[config.mk]
export PLATFORM = sky130hd
export DESIGN_NAME = sync_fifo_param_flat
export DESIGN_NICKNAME = d
export VERILOG_FILES = /design/src/rtl/sync_fifo_param_if.sv /design/src/rtl/sync_fifo_param.sv /design/src/flat_wrapper.sv
export SDC_FILE = /design/constraint.sdc
export NUM_CORES = 1
export LEC_CHECK = 0
export CAP_MARGIN = 30
export CORE_AREA = 2 2 191 212
export DETAILED_ROUTE_END_ITERATION = 8
export DIE_AREA = 0 0 193 214
export DONT_BUFFER_PORTS = 1
export PLACE_DENSITY = 0.69
export SKIP_LAST_GASP = 1
export SLEW_MARGIN = 20
export SYNTH_ARGS = -nofsm -noshare
export SYNTH_HDL_FRONTEND = slang
export SYNTH_SLANG_ARGS = --single-unit
[constraint.sdc]
create_clock -name clk -period 9.6 [get_ports clk]
set_input_delay 1.44 -clock clk [delete_from_list [all_inputs] [get_ports clk]]
set_output_delay 1.44 -clock clk [all_outputs]
set_load 0.02 [all_outputs]
[src/rtl/sync_fifo_param_if.sv]
// sync_fifo_param_if: producer/consumer bundle for sync_fifo_param.
interface sync_fifo_param_if #(
    parameter int DATA_W = 32,
    parameter int DEPTH  = 16
);
    localparam int ADDR_W = $clog2(DEPTH);
    logic              flush;
    logic              we;
    logic [DATA_W-1:0] datain;
    logic              re;
    logic [DATA_W-1:0] dataout;
    logic              full;
    logic              empty;
    logic              almost_full;
    logic              almost_empty;
    logic [ADDR_W:0]   count;
    logic              overflow;
    logic              underflow;
    modport master (
        output flush, we, datain, re,
        input  dataout, full, empty, almost_full, almost_empty, count, overflow, underflow
    );
    modport slave (
        input  flush, we, datain, re,
        output dataout, full, empty, almost_full, almost_empty, count, overflow, underflow
    );
endinterface

[src/rtl/sync_fifo_param.sv]
// sync_fifo_param: parametrised single-clock FIFO with thresholds, FWFT mode, flush and error pulses.
module sync_fifo_param #(
    parameter int DATA_W    = 32,
    parameter int DEPTH     = 16,
    parameter int AF_THRESH = DEPTH - 2,
    parameter int AE_THRESH = 2,
    parameter int FWFT      = 0
) (
    input logic              clk,
    input logic              rst_n,
    sync_fifo_param_if.slave bus
);
    localparam int ADDR_W = $clog2(DEPTH);

    logic [DATA_W-1:0] mem_q [DEPTH];
    logic [ADDR_W:0]   wptr_q, wptr_d, rptr_q, rptr_d, count;
    logic [DATA_W-1:0] dout_q, dout_d, head;
    logic              ovf_q, ovf_d, unf_q, unf_d;
    logic              full, empty, wr_en, rd_en;

    // Status is decoded only from registered pointers; the extra MSB separates full from empty.
    assign count = wptr_q - rptr_q;
    assign empty = wptr_q == rptr_q;
    assign full  = (wptr_q[ADDR_W] != rptr_q[ADDR_W]) && (wptr_q[ADDR_W-1:0] == rptr_q[ADDR_W-1:0]);
    assign wr_en = bus.we & ~full & ~bus.flush;
    assign rd_en = bus.re & ~empty & ~bus.flush;
    assign head  = mem_q[rptr_q[ADDR_W-1:0]];

    always_comb begin
        wptr_d = bus.flush ? '0 : wptr_q + (ADDR_W+1)'(wr_en);
        rptr_d = bus.flush ? '0 : rptr_q + (ADDR_W+1)'(rd_en);
        dout_d = bus.flush ? '0 : (FWFT == 0 && rd_en) ? head : dout_q;
        ovf_d  = bus.we & full & ~bus.flush;
        unf_d  = bus.re & empty & ~bus.flush;
    end

    always_ff @(posedge clk or negedge rst_n) begin
        if (!rst_n) begin
            wptr_q <= '0;
            rptr_q <= '0;
            dout_q <= '0;
            ovf_q  <= 1'b0;
            unf_q  <= 1'b0;
        end else begin
            wptr_q <= wptr_d;
            rptr_q <= rptr_d;
            dout_q <= dout_d;
            ovf_q  <= ovf_d;
            unf_q  <= unf_d;
        end
    end

    // Storage is intentionally left unreset; flush and reset only move the pointers.
    always_ff @(posedge clk) begin
        if (wr_en) mem_q[wptr_q[ADDR_W-1:0]] <= bus.datain;
    end

    assign bus.dataout      = (FWFT != 0 && !empty) ? head : dout_q;
    assign bus.full         = full;
    assign bus.empty        = empty;
    assign bus.count        = count;
    assign bus.almost_full  = count >= (ADDR_W+1)'(AF_THRESH);
    assign bus.almost_empty = count <= (ADDR_W+1)'(AE_THRESH);
    assign bus.overflow     = ovf_q;
    assign bus.underflow    = unf_q;
endmodule

[src/flat_wrapper.sv]
// flat-port wrapper written by rule: the top's interface ports become plain ports
module sync_fifo_param_flat 
#(
    parameter int DATA_W    = 32,
    parameter int DEPTH     = 16,
    parameter int AF_THRESH = DEPTH - 2,
    parameter int AE_THRESH = 2,
    parameter int FWFT      = 0
)
  (clk, rst_n, bus_flush, bus_we, bus_datain, bus_re, bus_dataout, bus_full, bus_empty, bus_almost_full, bus_almost_empty, bus_count, bus_overflow, bus_underflow);
  sync_fifo_param_if #(.DATA_W(DATA_W), .DEPTH(DEPTH)) bus_i ();
  input logic clk;
  input logic rst_n;
  input wire logic [$bits(bus_i.flush)-1:0] bus_flush;
  input wire logic [$bits(bus_i.we)-1:0] bus_we;
  input wire logic [$bits(bus_i.datain)-1:0] bus_datain;
  input wire logic [$bits(bus_i.re)-1:0] bus_re;
  output wire logic [$bits(bus_i.dataout)-1:0] bus_dataout;
  output wire logic [$bits(bus_i.full)-1:0] bus_full;
  output wire logic [$bits(bus_i.empty)-1:0] bus_empty;
  output wire logic [$bits(bus_i.almost_full)-1:0] bus_almost_full;
  output wire logic [$bits(bus_i.almost_empty)-1:0] bus_almost_empty;
  output wire logic [$bits(bus_i.count)-1:0] bus_count;
  output wire logic [$bits(bus_i.overflow)-1:0] bus_overflow;
  output wire logic [$bits(bus_i.underflow)-1:0] bus_underflow;
  assign bus_i.flush = bus_flush;
  assign bus_i.we = bus_we;
  assign bus_i.datain = bus_datain;
  assign bus_i.re = bus_re;
  assign bus_dataout = bus_i.dataout;
  assign bus_full = bus_i.full;
  assign bus_empty = bus_i.empty;
  assign bus_almost_full = bus_i.almost_full;
  assign bus_almost_empty = bus_i.almost_empty;
  assign bus_count = bus_i.count;
  assign bus_overflow = bus_i.overflow;
  assign bus_underflow = bus_i.underflow;
  sync_fifo_param #(.DATA_W(DATA_W), .DEPTH(DEPTH), .AF_THRESH(AF_THRESH), .AE_THRESH(AE_THRESH), .FWFT(FWFT)) u_core (.clk(clk), .rst_n(rst_n), .bus(bus_i));
endmodule
After elaboration in Yosys (flattened, before gate mapping)

Memories as Yosys holds them, arrays and structs flattened.
Index checks and enable logic that the tools add are counted.

Register bits: 44
Bits in latches: 0
Memory bits (writable): 512
ROM bits: 0
Input bits: 37
Output and inout bits: 43
Memories: 1

Memory list:

| memory       | depth | bits a word | read ports | clocked after memory_dff | write ports | RTL line              | RTL |
|---|---|---|---|---|---|---|---|
| u_core.mem_q | 16    | 32          | 1          | 0                        | 1           | sync_fifo_param.sv:15 | `logic [DATA_W-1:0] mem_q [DEPTH];` |

Add/sub/neg operators: 3
Multipliers: 0
Divide/modulo/power cells: 0
Magnitude comparators: 2
Equal/unequal tests: 3
Shifts and indexed selects: 0
Multiplexer cells: 6
Bitwise operators: 11
Reductions and logical operators: 2

Operators with widths:

| kind                 | number |
|---|---|
| $mux W32             | 2 |
| $add A5 B1 Y5        | 2 |
| $mux W5              | 2 |
| $and A1 B1 Y1        | 8 |
| $eq A5 B5 Y1         | 1 |
| $ge A5 B4 Y1 const B | 1 |
| $le A5 B2 Y1 const B | 1 |
| $sub A5 B5 Y5        | 1 |
| $eq A4 B4 Y1         | 1 |
| $not A1 Y1           | 3 |
| $mux W1              | 2 |
| $reduce_bool A2 Y1   | 1 |
| $logic_and A1 B1 Y1  | 1 |
| $ne A1 B1 Y1         | 1 |

Logic depth before layout (Yosys ltp)

Gate-level depths: netlist of the first run.

Word-level depth: 7
Mapped depth: 13
Depth with buffers taken out: 10

Least setup slack after synthesis of the first run

Ideal clock, no wire load.

Path type: reg2reg
From: register u_core.rptr_q[2]
To: memory u_core.mem_q[0][0] (enable)
Data arrival time: 4614 ps
Data required time: 9139 ps
Path slack: 4525 ps
Cell stages (with the launch flop): 10
Clock period less this slack: 5075 ps
Cell sequence: dfrtp_1 clkbuf_1 inv_1 clkbuf_1 clkbuf_1 ha_1 and4_1 and2_1 or4_1 nor3_1

Word-level cells in the longest chain between the ends: 7

RTL lines:

| item                          | RTL line              | RTL |
|---|---|---|
| start, declared               | sync_fifo_param.sv:16 | `logic [ADDR_W:0] wptr_q, wptr_d, rptr_q, rptr_d, count;` |
| start signal, assigned        | sync_fifo_param.sv:46 | `rptr_q <= rptr_d;` |
| $eq A4 B4 Y1                  | sync_fifo_param.sv:24 | `assign full = (wptr_q[ADDR_W] != rptr_q[ADDR_W]) && (wptr_q[ADDR_W-1:0] == rptr_q[ADDR_W-1:0]);` |
| $logic_and A1 B1 Y1           | sync_fifo_param.sv:24 |  |
| named net bus_full            | flat_wrapper.sv:19    | `output wire logic [$bits(bus_i.full)-1:0] bus_full;` |
| $not A1 Y1                    | sync_fifo_param.sv:25 | `assign wr_en = bus.we & ~full & ~bus.flush;` |
| $and A1 B1 Y1 (2 in series)   | sync_fifo_param.sv:25 |  |
| $mux W1                       | sync_fifo_param.sv:55 | `if (wr_en) mem_q[wptr_q[ADDR_W-1:0]] <= bus.datain;` |
| $mux W1 (not written as such) | sync_fifo_param.sv:55 |  |
| end, declared                 | sync_fifo_param.sv:15 |  |

The timed path passes the listed nets, and every way through them passes these cells.

Worst setup path after layout of the first run

From: register u_core.rptr_q[1]
To: output bus_almost_empty

Word-level cells in the longest chain between the ends: 2

RTL lines:

| item                   | RTL line              | RTL |
|---|---|---|
| $sub A5 B5 Y5          | sync_fifo_param.sv:22 | `assign count = wptr_q - rptr_q;` |
| named net bus_count[4] | flat_wrapper.sv:23    | `output wire logic [$bits(bus_i.count)-1:0] bus_count;` |
| $le A5 B2 Y1           | sync_fifo_param.sv:63 | `assign bus.almost_empty = count <= (ADDR_W+1)'(AE_THRESH);` |
| end, declared          | flat_wrapper.sv:22    | `output wire logic [$bits(bus_i.almost_empty)-1:0] bus_almost_empty;` |

The timed path passes the listed nets, and every way through them passes these cells.

==> results of run 1 <==
## through the flow
stage	cells	util (%)
3_5_place_dp	1526	56.4
4_1_cts	1626	60.9
2_1_floorplan	1050	-
5_1_grt	1627	61.0
6_report	1627	61.0
3_3_place_gp	1524	56.3
## report_power, final
| part | switching (uW) | total [uW] | internal [uW] |
|---|---|---|---|
| Sequential | 30.3 | 2700 | 2670 |
| Combinational | 77.8 | 154 | 76.4 |
| Clock | 865 | 2030 | 1170 |
| Total | 973 | 4890 | 3910 |
## per-layer routing
layer / global-route usage [%] / vias up / wire length [um]
li1: - / 4288 / -
met2: 34.7 / 337 / 21300
met5: 0 / - / 0
met1: 32.1 / 5368 / 18300
met4: 5.38 / 0 / 839
met3: 4.64 / 54 / 3140
## state kept, by name, summed over array words and instances, names as in the netlist
| signal | flops |
|---|---|
| u_core.wptr_q | 5 |
| u_core.bus.overflow | 1 |
| u_core.rptr_q | 5 |
| u_core.bus.underflow | 1 |
| u_core.mem_q | 512 |
| u_core.bus.dataout | 32 |
## cells by family (layout without fill, tap and decap cells)
family          after synthesis  count (layout)
mux                         128             128
buf+inv                      63             133
xor+xnor                      9               9
fa+ha+maj                     9               9
simple gates                211             211
flops                       556             556
compound gates               74              74
## placed cells by master, fill, tap and decap left out, types with 2 or more instances in the layout
| cell type | instances |
|---|---|
| xnor2_1 | 3 |
| clkinv_2 | 9 |
| buf_4 | 23 |
| nand2_1 | 162 |
| a21o_1 | 2 |
| nand2b_1 | 3 |
| clkbuf_1 | 9 |
| inv_1 | 6 |
| ha_1 | 8 |
| nor2b_1 | 5 |
| clkinv_1 | 7 |
| dfrtp_1 | 41 |
| nor2_4 | 12 |
| clkbuf_16 | 55 |
| nor2_1 | 8 |
| xor2_1 | 5 |
| clkbuf_8 | 12 |
| dfrtp_4 | 2 |
| edfxtp_1 | 512 |
| nor3_2 | 4 |
| nand3_1 | 6 |
| mux4_2 | 128 |
| clkinvlp_4 | 5 |
| a221o_1 | 32 |
| a21oi_1 | 34 |
| buf_16 | 3 |
| and2_1 | 2 |
## Yosys cell counts
| library cell | number |
|---|---|
| a221o_1 | 32 |
| nand3b_1 | 1 |
| nand3_1 | 6 |
| or4_1 | 1 |
| nor3_1 | 5 |
| o21a_1 | 1 |
| xnor2_1 | 3 |
| dfrtp_1 | 44 |
| and3_1 | 1 |
| nor3_2 | 1 |
| clkbuf_1 | 18 |
| ha_1 | 8 |
| nand4_1 | 1 |
| o2111ai_1 | 1 |
| nor2b_1 | 5 |
| buf_4 | 1 |
| and2_1 | 3 |
| nand2b_1 | 3 |
| a211oi_1 | 1 |
| buf_6 | 17 |
| edfxtp_1 | 512 |
| nor2_1 | 20 |
| nand2_1 | 162 |
| xor2_2 | 1 |
| xor2_1 | 5 |
| o21ai_0 | 1 |
| or3_1 | 1 |
| buf_1 | 7 |
| a21o_1 | 2 |
| a21oi_1 | 34 |
| inv_1 | 7 |
| mux4_2 | 128 |
| fa_1 | 1 |
| buf_2 | 13 |
| o21ai_1 | 1 |
| a41o_1 | 1 |
| and4_1 | 1 |
## final cells by class
class,count,area (um2)
clock buffer,76,1580
clock inverter,24,156
fill,2719,15200
inverter,7,26.3
multi-input combinational,431,4630
sequential,556,16500
tap,507,634
timing repair buffer,26,255
## worst register-to-register path: stages, from the launching register on
cell,delay (ps)
dfrtp_4,1050
inv_1,230
ha_1,380
and4_1,170
and2_1,250
or4_1,710
nor2_4,410
buf_4,510
## path summary, 6_finish.rpt
| kind | startpoint | end | slack (ps) |
|---|---|---|---|
| max reg2reg | u_core.rptr_q[1]$_DFF_PN0_ | u_core.mem_q[4][29]$_DFFE_PP_ | 5510 |
| min | rst_n | u_core.bus.dataout[21]$_DFFE_PN0P_ | 560 |
| min reg2reg | u_core.wptr_q[4]$_DFF_PN0_ | u_core.wptr_q[4]$_DFF_PN0_ | 620 |
| max in group asynchronous | rst_n | u_core.rptr_q[2]$_DFF_PN0_ | 8910 |
| max | u_core.rptr_q[1]$_DFF_PN0_ | bus_almost_empty | 4590 |
| min in group clk | u_core.wptr_q[4]$_DFF_PN0_ | u_core.wptr_q[4]$_DFF_PN0_ | 620 |
==> run metrics, run 1 <==
outcome=complete, no violations; CTS hold repair buffers=0; placed inst area=approximately 22000 um2; WP data arrival=3570 ps; FF+latch count, synth=roughly 560; DRT antenna net count=0; XOR/XNOR Fraction of Synth Area=0.404%; mux cell area share after synthesis=between 10% and 20%; die area=41300 um2; Die Y=214 um; final total power=4890 uW; CP Depth=6; syn_nets=1096; I/O pins=80; Setup violations, final=0; worst vdd ir=0.147 mV; clock sink count=556; CP Buf/Inv Count=1; critical path class=flip-flop to output port; sequential fraction of the synthesis area=77.1%; Pwr per Cell Area=206 nW/um2; Global Route Usage Sum=22.0%; clock skew=approximately 15 ps; Tcrit/Tclk final=52.2%; slowest stage cell, crit path=dfrtp_4; crit end category=output port; n_diodes=0; Slew Limit Fails=0; Crit path required time=8160 ps; fmax=199 MHz; Synth Instances=1050; worst relative slew slack=34.3%; setup TNS=0 ps; CP top delay family=flip-flops; Unique masters post-synth=37; clk buf depth=3; Detailed Route WL=around 44000 um; grt ovf=0; fin nets=about 1.1k; largest family of logic cells by synthesized area=multiplexers; adder-cell area share of the yosys netlist=less than 1%; Area contributors post-synth=edfxtp_1, mux4_2, dfrtp_1; PortBufs=0; Resize count post-CTS=0; pin count of the biggest net entering global routing=69; total CTS buffers=54; number of global-route vias before repair=between 10k and 15k; initial antenna violation count=0; RSZ-0062 raised after global routing=no; global-route wire length before repair=between 60000 and 70000 um; Post-Syn Area=21400 um2; Critical Path, Cell by Cell=inv_1 > fa_1 > a21o_1 > a21oi_1 > xor2_1 > a211oi_1; Synth area leader=edfxtp_1; placeable core area=roughly 39000 um2; worst reg-to-reg path cell count=7; clock period minus worst slack=5010 ps; crit path max fanout=60; Final WS setup=4590 ps; max_cap viols=0; gp weighted congestion=0.759; # DRC=0; Avg Vias per Cell=6.18; H-tree depth=2; fraction of layout instances using a drive strength above 1=23.4%; CTS Root Cell=clkbuf_16; Tightest Hold Check Type=primary input to async pin; Final Instance Area=around 24000 um2; syn_area_per_cell=20.3 um2; DP Worst Slack=5070 ps; synth-to-layout area growth=11.3%; Clock Latency Late Sink=570 ps; DIE WIDTH=between 150 and 200 um; synthesis warning total=0; CTS tree=yes; Synth Area in Compound Gates=2.57%; Simple-Gate Fraction of Synth Area=4.02%; worst slew pin tran=985 ps; wire per inst=roughly 27 um; CP peak stage delay=roughly 1100 ps; num rows=between 70 and 80; via count=around 10k; CTS clk-pin slew, worst paths=60 ps; Post-CTS Setup Repair Bufs=0; Critical Path Start Type=flip-flop; hold_ws=562 ps; Synth top area share=72.0%; endpoints failing hold=0; Lkg Pwr=around 0.0077 uW; Pre-Repair DR Iteration Count=7; drt initial violations=slightly below 900; DPL Wire Length=22400 um; Starting Density=54.8%
No activity file was read; power rests on OpenSTA's default activity.
==> inputs of run 2 (changes only) <==
==> constraint.sdc (replaced) <==
create_clock -name clk -period 4.9 [get_ports clk]
set_input_delay 0.735 -clock clk [delete_from_list [all_inputs] [get_ports clk]]
set_output_delay 0.735 -clock clk [all_outputs]
set_load 0.02 [all_outputs]
==> run metrics, run 2 (synthesis gave the netlist of run 1 again) <==
outcome=complete, no violations (unchanged); Clock Latency Late Sink=580 ps (was 570 ps); placeable core area=39000 um2 (unchanged); Starting Density=54.8% (unchanged); placed inst area=22000 um2 (about the same); pin count of the biggest net entering global routing=68 (was 69); Lkg Pwr=0.00769 uW (about the same); RSZ-0062 raised after global routing=no (unchanged); I/O pins=80 (unchanged); Avg Vias per Cell=6.20 (was 6.18); drt initial violations=862 (was 873); max_cap viols=0 (unchanged); gp weighted congestion=0.758 (was 0.759); commonest non-fill, non-tap cell in the layout=edfxtp_1 (unchanged); fraction of layout instances using a drive strength above 1=23.0% (was 23.4%); grt ovf=0 (unchanged); Final WS setup=958 ps (was 4590 ps); Setup violations, final=0 (unchanged); final total power=9610 uW (was 4890 uW); die area=41300 um2 (unchanged); WP data arrival=3210 ps (was 3570 ps); DPL Wire Length=23800 um (was 22400 um); num rows=76 (unchanged); worst relative slew slack=39.4% (was 34.3%); Final Instance Area=23800 um2 (about the same); crit path max fanout=23 (was 60); Detailed Route WL=43400 um (was 43600 um); clock period minus worst slack=3940 ps; PortBufs=0 (unchanged); critical path class=flip-flop to output port (unchanged); wire per inst=26.7 um (was 26.8 um); commonest cells after routing, fill and taps aside=edfxtp_1, nand2_1, mux4_2 (unchanged); Global Route Usage Sum=21.7% (was 22.0%); H-tree depth=2 (unchanged); DIE WIDTH=193 um (unchanged); fin nets=1125 (was 1122); Die Y=214 um (unchanged); Critical Path Start Type=flip-flop (unchanged); worst slew pin tran=909 ps (was 985 ps); r2r setup slk=1190 ps (was 5510 ps); max reg flops=512 (unchanged); initial antenna violation count=0 (unchanged); clk buf depth=3 (unchanged); via count=10.1k (was 10.0k); global-route wire length before repair=65700 um (was 66200 um); placed cell count=1529 (was 1526); total CTS buffers=53 (was 54); synth-to-layout area growth=11.3% (about the same); Pwr per Cell Area=404 nW/um2 (was 206 nW/um2); clock skew=20.6 ps (was 14.6 ps); worst vdd ir=0.297 mV (was 0.147 mV); number of global-route vias before repair=10.4k (about the same); Slew Limit Fails=0 (unchanged); Crit path required time=4160 ps (was 8160 ps); Tightest Hold Check Type=primary input to async pin (unchanged); fmax=254 MHz; Tcrit/Tclk final=80.5%; Pre-Repair DR Iteration Count=5 (was 7); crit end category=output port (unchanged); final std cells w/o fill=1627 (unchanged); endpoints failing hold=0 (unchanged); DRT antenna net count=0 (unchanged); # DRC=0 (unchanged); setup TNS=0 ps (unchanged); DP Worst Slack=1200 ps (was 5070 ps); CTS clk-pin slew, worst paths=60 ps (about the same); CTS tree=yes (unchanged); CTS Root Cell=clkbuf_16 (unchanged); n_diodes=0 (unchanged); clock sink count=556 (unchanged)
-- run 2: cell types whose count changed in the layout (fill, tap and decap cells not counted), sizes merged --
cell | before | now
buf | 26 | 30
bufinv | 1 | 5
clkbuf | 76 | 65
clkinvlp | 5 | 2
inv | 8 | 9
clkinv | 17 | 22
-- run 2: cell type report --
cell class                 instances  area, um2
multi-input combinational        431       4640
timing repair buffer              30        285
clock inverter                    31        285
fill                            2731      15200
clock buffer                      65       1410
inverter                           7       26.3
sequential                       556      16500
tap                              507        634
-- run 2: worst max-delay path, stage by stage (launching register included) --
cell and delay (ps):
dfrtp_4 730, ha_1 250, inv_1 60, fa_1 410
a21o_1 180, a21oi_1 170, xor2_1 200, a211oi_1 650
-- run 2: through the flow --
stage                     hold WS [ps]  util (%)
after floorplan                    439         -
after global placement             442      56.4
after detailed placement           442      56.5
after CTS                         16.6      60.9
after global routing              21.8      61.0
final                             27.2      61.0
-- run 2: worst paths after layout --
kind / endpoint / start / depth (start not counted)
setup / recovery: bus_almost_empty / u_core.rptr_q[0]$_DFF_PN0_ / 7
hold / removal: u_core.bus.dataout[16]$_DFFE_PN0P_ / rst_n / 1
setup reg to reg: u_core.mem_q[12][0]$_DFFE_PP_ / u_core.rptr_q[1]$_DFF_PN0_ / 7
hold reg to reg: u_core.wptr_q[4]$_DFF_PN0_ / u_core.wptr_q[4]$_DFF_PN0_ / 2
max in group asynchronous: u_core.rptr_q[1]$_DFF_PN0_ / rst_n / 1
min in group clk: u_core.rptr_q[0]$_DFF_PN0_ / bus_flush / 1
-- run 2: power breakdown --
part | leakage [uW] | internal (uW) | switching [uW]
sequential | 0.00521 | 5230 | 59.8
clock | 0.000830 | 2300 | 1700
combinational | 0.00165 | 155 | 168
total | 0.00769 | 7690 | 1920
-- run 2: routing by layer --
metal | up-vias | wire, um | share of wire [%] | track usage, %
met1 | 5328 | 18200 | 42 | 32.0
met4 | 0 | 784 | 1.8 | 5.18
met5 | - | 0 | 0 | 0
li1 | 4295 | - | - | -
met2 | 403 | 20800 | 48 | 33.8
met3 | 66 | 3640 | 8.4 | 4.70
-- run 2: repair_timing --
action                                 CTS  global route
endpoints found under the hold margin   44             0
setup endpoints to repair                0             0
gates resized for setup                  0             0
buffers inserted                         0             0
hold buffers                             1             0
